[src/rtl/ex_pkg.sv]
// Shared encodings for the EX stage: ALU classes, ALU control codes, forwarding
// selects and the packed EX/MEM pipeline register layout.
package ex_pkg;

  localparam logic [1:0] ALU_OP_ADD   = 2'b00;
  localparam logic [1:0] ALU_OP_SUB   = 2'b01;
  localparam logic [1:0] ALU_OP_RTYPE = 2'b10;
  localparam logic [1:0] ALU_OP_ITYPE = 2'b11;

  localparam logic [3:0] ALU_AND = 4'b0000;
  localparam logic [3:0] ALU_OR  = 4'b0001;
  localparam logic [3:0] ALU_ADD = 4'b0010;
  localparam logic [3:0] ALU_XOR = 4'b0011;
  localparam logic [3:0] ALU_SLL = 4'b0100;
  localparam logic [3:0] ALU_SRL = 4'b0101;
  localparam logic [3:0] ALU_SUB = 4'b0110;
  localparam logic [3:0] ALU_SRA = 4'b0111;
  localparam logic [3:0] ALU_SLT = 4'b1000;

  localparam logic [1:0] FWD_REG   = 2'b00;
  localparam logic [1:0] FWD_WB    = 2'b01;
  localparam logic [1:0] FWD_EXMEM = 2'b10;

  typedef struct packed {
    logic        mem_to_reg;
    logic        reg_write;
    logic        branch;
    logic        mem_read;
    logic        mem_write;
    logic [63:0] pc_branch;
    logic [63:0] alu_result;
    logic        alu_zero;
    logic [63:0] rs2_data;
    logic [4:0]  rd;
  } exmem_t;

endpackage

[src/rtl/ex_alu.sv]
// 64-bit EX-stage ALU. Define EX_EXT_ALU_EN to add XOR, shifts and signed SLT;
// otherwise only AND/OR/ADD/SUB are built.
module ex_alu
  import ex_pkg::*;
(
  input  logic signed [63:0] op_a,
  input  logic signed [63:0] op_b,
  input  logic        [3:0]  alu_ctrl,
  output logic signed [63:0] result,
  output logic               zero
);

  always_comb begin
    result = op_a + op_b;
    case (alu_ctrl)
      ALU_AND: result = op_a & op_b;
      ALU_OR:  result = op_a | op_b;
      ALU_ADD: result = op_a + op_b;
      ALU_SUB: result = op_a - op_b;
`ifdef EX_EXT_ALU_EN
      ALU_XOR: result = op_a ^ op_b;
      ALU_SLL: result = op_a << op_b[5:0];
      ALU_SRL: result = op_a >> op_b[5:0];
      ALU_SRA: result = op_a >>> op_b[5:0];
      ALU_SLT: result = (op_a < op_b) ? 64'sd1 : 64'sd0;
`endif
      default: result = op_a + op_b;
    endcase
  end

  assign zero = (result == 64'sd0);

endmodule

[src/rtl/ex_stage_pipe.sv]
// EX stage: forwarding unit, ALU-control decode, branch-target adder and the
// EX/MEM register. EX_EXT_ALU_EN enables the extended ALU operations.
module ex_stage_pipe
  import ex_pkg::*;
(
  input  logic               clk,
  input  logic               rst,
  input  logic        [63:0] pc,
  input  logic signed [63:0] rs1_data,
  input  logic signed [63:0] rs2_data,
  input  logic        [4:0]  rs1,
  input  logic        [4:0]  rs2,
  input  logic        [4:0]  rd,
  input  logic signed [63:0] imm,
  input  logic        [1:0]  alu_op,
  input  logic               alu_src,
  input  logic        [2:0]  funct3,
  input  logic               funct7b5,
  input  logic               branch,
  input  logic               mem_read,
  input  logic               mem_write,
  input  logic               mem_to_reg,
  input  logic               reg_write,
  input  logic               flush,
  input  logic               reg_write_wb,
  input  logic        [4:0]  rd_wb,
  input  logic        [63:0] wb_data,
  output logic        [1:0]  forward_a,
  output logic        [1:0]  forward_b,
  output logic               mem_to_reg_d3,
  output logic               reg_write_d3,
  output logic               branch_d3,
  output logic               mem_read_d3,
  output logic               mem_write_d3,
  output logic        [63:0] pc_branch_d3,
  output logic signed [63:0] alu_result_d3,
  output logic               alu_zero_d3,
  output logic signed [63:0] rs2_data_d3,
  output logic        [4:0]  rd_d3
);

  exmem_t             exmem_q, exmem_d;
  logic signed [63:0] fwd_a_data, fwd_b_data, op_b;
  logic signed [63:0] alu_result;
  logic               alu_zero;
  logic        [3:0]  alu_ctrl;

  // EX/MEM hit is checked first so the younger result wins; x0 never forwards.
  // NOTE: every always_comb output gets a default on entry so no path infers a latch.
  always_comb begin
    forward_a = FWD_REG;
    if (exmem_q.reg_write && exmem_q.rd != 5'd0 && exmem_q.rd == rs1)
      forward_a = FWD_EXMEM;
    else if (reg_write_wb && rd_wb != 5'd0 && rd_wb == rs1)
      forward_a = FWD_WB;

    forward_b = FWD_REG;
    if (exmem_q.reg_write && exmem_q.rd != 5'd0 && exmem_q.rd == rs2)
      forward_b = FWD_EXMEM;
    else if (reg_write_wb && rd_wb != 5'd0 && rd_wb == rs2)
      forward_b = FWD_WB;
  end

  always_comb begin
    case (forward_a)
      FWD_EXMEM: fwd_a_data = $signed(exmem_q.alu_result);
      FWD_WB:    fwd_a_data = $signed(wb_data);
      default:   fwd_a_data = rs1_data;
    endcase
    case (forward_b)
      FWD_EXMEM: fwd_b_data = $signed(exmem_q.alu_result);
      FWD_WB:    fwd_b_data = $signed(wb_data);
      default:   fwd_b_data = rs2_data;
    endcase
    op_b = alu_src ? imm : fwd_b_data;
  end

  always_comb begin
    alu_ctrl = ALU_ADD;
    case (alu_op)
      ALU_OP_ADD: alu_ctrl = ALU_ADD;
      ALU_OP_SUB: alu_ctrl = ALU_SUB;
      default: begin
        // I-type has no SUB, so funct7b5 only matters for R-type funct3 000.
        case (funct3)
          3'b000:  alu_ctrl = (alu_op == ALU_OP_RTYPE && funct7b5) ? ALU_SUB : ALU_ADD;
          3'b111:  alu_ctrl = ALU_AND;
          3'b110:  alu_ctrl = ALU_OR;
`ifdef EX_EXT_ALU_EN
          3'b100:  alu_ctrl = ALU_XOR;
          3'b001:  alu_ctrl = ALU_SLL;
          3'b101:  alu_ctrl = funct7b5 ? ALU_SRA : ALU_SRL;
          3'b010:  alu_ctrl = ALU_SLT;
`endif
          default: alu_ctrl = ALU_ADD;
        endcase
      end
    endcase
  end

  ex_alu u_alu (
    .op_a     (fwd_a_data),
    .op_b     (op_b),
    .alu_ctrl (alu_ctrl),
    .result   (alu_result),
    .zero     (alu_zero)
  );

  // A flush turns the captured instruction into a bubble.
  always_comb begin
    exmem_d            = '0;
    exmem_d.mem_to_reg = mem_to_reg;
    exmem_d.reg_write  = reg_write;
    exmem_d.branch     = branch;
    exmem_d.mem_read   = mem_read;
    exmem_d.mem_write  = mem_write;
    exmem_d.pc_branch  = pc + (imm <<< 1);
    exmem_d.alu_result = alu_result;
    exmem_d.alu_zero   = alu_zero;
    exmem_d.rs2_data   = fwd_b_data;
    exmem_d.rd         = rd;
    if (flush) exmem_d = '0;
  end

  // NOTE: sequential state uses non-blocking assignments so all flops update together.
  // NOTE: the whole EX/MEM register is reset, data included, so a post-reset bubble is clean.
  always_ff @(posedge clk) begin
    if (rst) exmem_q <= '0;
    else     exmem_q <= exmem_d;
  end

  assign mem_to_reg_d3 = exmem_q.mem_to_reg;
  assign reg_write_d3  = exmem_q.reg_write;
  assign branch_d3     = exmem_q.branch;
  assign mem_read_d3   = exmem_q.mem_read;
  assign mem_write_d3  = exmem_q.mem_write;
  assign pc_branch_d3  = exmem_q.pc_branch;
  assign alu_result_d3 = $signed(exmem_q.alu_result);
  assign alu_zero_d3   = exmem_q.alu_zero;
  assign rs2_data_d3   = $signed(exmem_q.rs2_data);
  assign rd_d3         = exmem_q.rd;

endmodule

[config.mk]
export PLATFORM = sky130hd
export DESIGN_NAME = ex_stage_pipe
export DESIGN_NICKNAME = d
export VERILOG_FILES = /design/src/rtl/ex_pkg.sv /design/src/rtl/ex_alu.sv /design/src/rtl/ex_stage_pipe.sv
export SDC_FILE = /design/constraint.sdc
export NUM_CORES = 1
export LEC_CHECK = 0
export BUFFER_PORTS_ARGS = -buffer_cell sky130_fd_sc_hd__buf_4
export CAP_MARGIN = 20
export CORE_MARGIN = 2
export CORE_UTILIZATION = 40
export CTS_CLUSTER_SIZE = 24
export DETAILED_ROUTE_END_ITERATION = 6
export PLACE_DENSITY = 0.73
export REMOVE_ABC_BUFFERS = 1
export SKIP_LAST_GASP = 1
export SLEW_MARGIN = 40
export SYNTH_ARGS = -nofsm -noshare
export SYNTH_HDL_FRONTEND = slang
export SYNTH_HIERARCHICAL = 1
export SYNTH_SLANG_ARGS = --single-unit
[constraint.sdc]
create_clock -name clk -period 11.75 [get_ports clk]
set_input_delay 1.7625 -clock clk [delete_from_list [all_inputs] [get_ports clk]]
set_output_delay 1.7625 -clock clk [all_outputs]
set_load 0.03 [all_outputs]
==> flow_summary.ini <==
[synthesis]
synth_compound_area_share_pct = 25.1
synth_top_cell_by_area = dfxtp_1
ys.flop_type = dfxtp_1
synth_simple_gate_area_share_pct = 25.3
ys_ff_latch = 203
yosys.area.top_type_share_pct = 20.3
ys.warnings.count = 6
synth_area_per_cell_um2 = 7.13
synthMuxAreaShare_pct = 6.89
synth-xor-area-share_pct = 6.99
synth_top_family_by_area = simple AND/OR/NAND/NOR gates
ys_seq_area_share_pct = 20.3
synthDistinctLibCells = 92
syn_area_um2 = 20000
yosys.area_share.adder_pct = 10.8
synthTopCellsByArea = dfxtp_1 (20%), ha_1 (8.0%), o21ai_0 (7.1%)
syn_inst = 2811
synthArstFlopShare_pct = 0
synth-edff-count = 0

[pwr]
p_sw_mw = 1.29
leakage_nw = 10.8
power.density_nw_per_um2 = 120
power.share.switching_pct = 42.0
p_clk_share_pct = 28.1
seqPwrFrac_pct = 25.6
comb_power_share_pct = 46.2
internal-power_mw = 1.78
irDropWorstVdd_mv = 0.109

[clock_tree]
cts_hold_buf = 0
cts_tree = yes
clock_latency_ps = 580
clk_pin_slew_ps = 60
cts_setup_buffers = 0
clkSinkCount = 203
cts_resized = 0
htreeDepth = 1
cts_buffer_depth = 3
root_buffer = clkbuf_16
cts_buffers = 27

[critical_path]
crit_arrival_ps = 10390
setup.worst_path.end_class = flop
critPathLaunchType = input pin
crit_type = input pin to flop
crit_slowest_cell = nor4_2
rrSetupSlack_ps = 2830
r2r-start = rd_d3[2]
required_ps = 12260
cp_slowest_stage_delay_ps = 690
worst-path-max-fanout = 19
r2r-end = alu_zero_d3
reg2reg_depth = 29

[finish]
stdcell_count = 3961
drive_above_1_share_pct = 21.0
area_delta_synth_final_pct = 27.8
finalNetCount = 3752
finalInstanceArea_um2 = 25600

[sta]
finalCriticalPeriod_ps = 9880
relSlewSlack_pct = 31.5
setup_viol = 0
clock_skew_ps = 20.6
maxSlewViolCount = 0
rsz0062_at_grt = no
worst_pin_slew_ps = 1020
hold_violations = 0
fin_crit_sh_pct = 84.1
fmax_mhz = 101

[job]
cap_violations = 0

[routing]
ant_nets = 0
viasPerCell = 5.96
drt-initial-drc-count = 3095
num_vias = 23600
drc = 0
dr.pass1.iters = 7
routedWlPerCell_um = 24.3
routed_wl_um = 96100

[global_route]
grtUsageMet1_pct = 49.5
grt_util_all_layers_pct = 35.4
grt_overflow = 0
met2_usage_pct = 54.2
grt_pass1_wl_um = 142000
grt_pass1_vias = 22000
antenna_found_initial = 13
grtUsageMet3_pct = 8.40
top_usage_layer = met2
grt_max_degree = 87

[floorplan]
row_count = 82
initial_utilization_pct = 40.3
die_x_um = 228
dieArea_um2 = 51900
pin_count = 563
core-area_um2 = 49800
die_h_um = 228

[place]
port_buffers = 562
hpwl_um = 78300
place_area_um2 = 24700
place.gp.congestion = 1.06
placed_cells_incl_taps = 3909

[worst_hold_path]
hold_path_end = rs2_data_d3[41]
holdPathStages = 2
hp-start = alu_result_d3[41]
hold_path_class = flop to flop

[status]
outcome = finished clean
-- synth_stat cells (19+ instances only) --
library cell	number
nor2_1	298
nor3_1	67
mux2i_1	138
o21ai_0	284
nand3_1	49
nand2_1	318
a21o_1	34
a21oi_1	280
and3_1	19
nand4_1	59
a211oi_1	24
and2_1	91
clkbuf_1	132
inv_1	58
ha_1	128
xnor2_1	88
o21bai_1	27
maj3_1	53
nor4_1	25
dfxtp_1	203
a31oi_1	29
o21a_1	30
o31ai_1	26
or3_1	35
xor2_1	72
-- area by class of cell --
cell class	count	area, µm²
antenna	5	12.5
clock buffer	34	742
clock inverter	13	163
fill	4914	24100
inverter	58	220
multi-input combinational	2386	15100
sequential	203	4060
tap	672	841
timing repair buffer	590	4430
-- worst max path at each step --
| stage | startpoint | endpoint | slack, ps | cells after the start |
|---|---|---|---|---|
| floorplan | rd_wb[2] | alu_zero_d3 | -5560 | 27 |
| global placement | rd_wb[4] | alu_zero_d3 | 1720 | 30 |
| detailed placement | rd_wb[4] | alu_zero_d3 | 1520 | 30 |
| CTS | rd_wb[4] | alu_zero_d3 | 2110 | 30 |
| global route | rd_wb[4] | alu_zero_d3 | 1480 | 30 |
| finish | rd_wb[4] | alu_zero_d3 | 1870 | 30 |
-- metrics by stage --
stage               worst slack [ps]  hold WS, ps  setup TNS, ps  total power, mW  utilization (%)
floorplan                      -5560          687        -256340             1.66                -
global placement                1720          539              0             2.18             49.6
detailed placement              1520          541              0             2.18             49.6
CTS                             2110          554              0             3.04             51.4
global route                    1480          609              0             3.22             51.5
finish                          1870          561              0             3.08             51.5
-- cells by family (layout without fill, tap and decap cells) --
kind of cell / count (synthesis) / count (layout)
AND/OR/NAND/NOR: 1054 / 1054
other: 1 / 9
buffers and inverters: 225 / 695
AO/OA/AOI/OAI: 847 / 847
multiplexers: 138 / 138
adder cells (fa/ha/maj): 183 / 183
XOR/XNOR: 160 / 160
flip-flops: 203 / 203
-- critical path, delay by kind of cell --
family | cells | cell delay [ps]
xor gates and xnor gates | 2 | 330
buffers and inverters | 2 | 630
and+or+nand+nor | 18 | 5720
AOI/OAI and AO/OA | 6 | 1220
adders and majority gates | 1 | 440
muxes | 1 | 250
-- state kept, by name, indices dropped and copies added (netlist names) --
name	count
alu_result_d3	64
alu_zero_d3	1
branch_d3	1
mem_read_d3	1
mem_to_reg_d3	1
mem_write_d3	1
pc_branch_d3	64
rd_d3	5
reg_write_d3	1
rs2_data_d3	64
-- placed cells by master (no fill, tap or decap), drive strengths merged, types with 7 or more instances in the layout --
master | Yosys | routed
ha | 128 | 128
a21o | 36 | 36
o41ai | 7 | 7
and3 | 21 | 21
maj3 | 53 | 53
nor2 | 299 | 299
dfxtp | 203 | 203
xor2 | 72 | 72
nor2b | 9 | 9
o211ai | 17 | 17
nand4 | 59 | 59
nor3 | 69 | 69
a31oi | 29 | 29
o21ai | 287 | 287
or3 | 37 | 37
nand2b | 11 | 11
buf | 31 | 590
inv | 58 | 60
nand3 | 49 | 49
o211a | 8 | 8
a211oi | 27 | 27
or2 | 10 | 10
a21oi | 280 | 280
nor3b | 14 | 14
nor4 | 27 | 27
nand2 | 319 | 319
and2 | 92 | 92
or4 | 17 | 17
o21bai | 27 | 27
xnor2 | 88 | 88
o21a | 30 | 30
a21boi | 10 | 10
clkbuf | 136 | 34
mux2i | 138 | 138
o31ai | 26 | 26
-- power groups by stage --
stage,Sequential [mW],Combinational (mW),Clock (mW)
final,0.788,1.42,0.865
after global placement,0.801,1.38,0
after detailed placement,0.801,1.38,0
after CTS,0.786,1.38,0.871
after floorplan,0.900,0.760,0
after global routing,0.793,1.52,0.902
-- routing by layer --
layer	wire length [µm]	vias up
met2	41200	1320
li1	-	11100
met4	2800	8
met1	41300	11000
met3	10700	172
met5	52	-
Power figures use the tool's default switching activity.
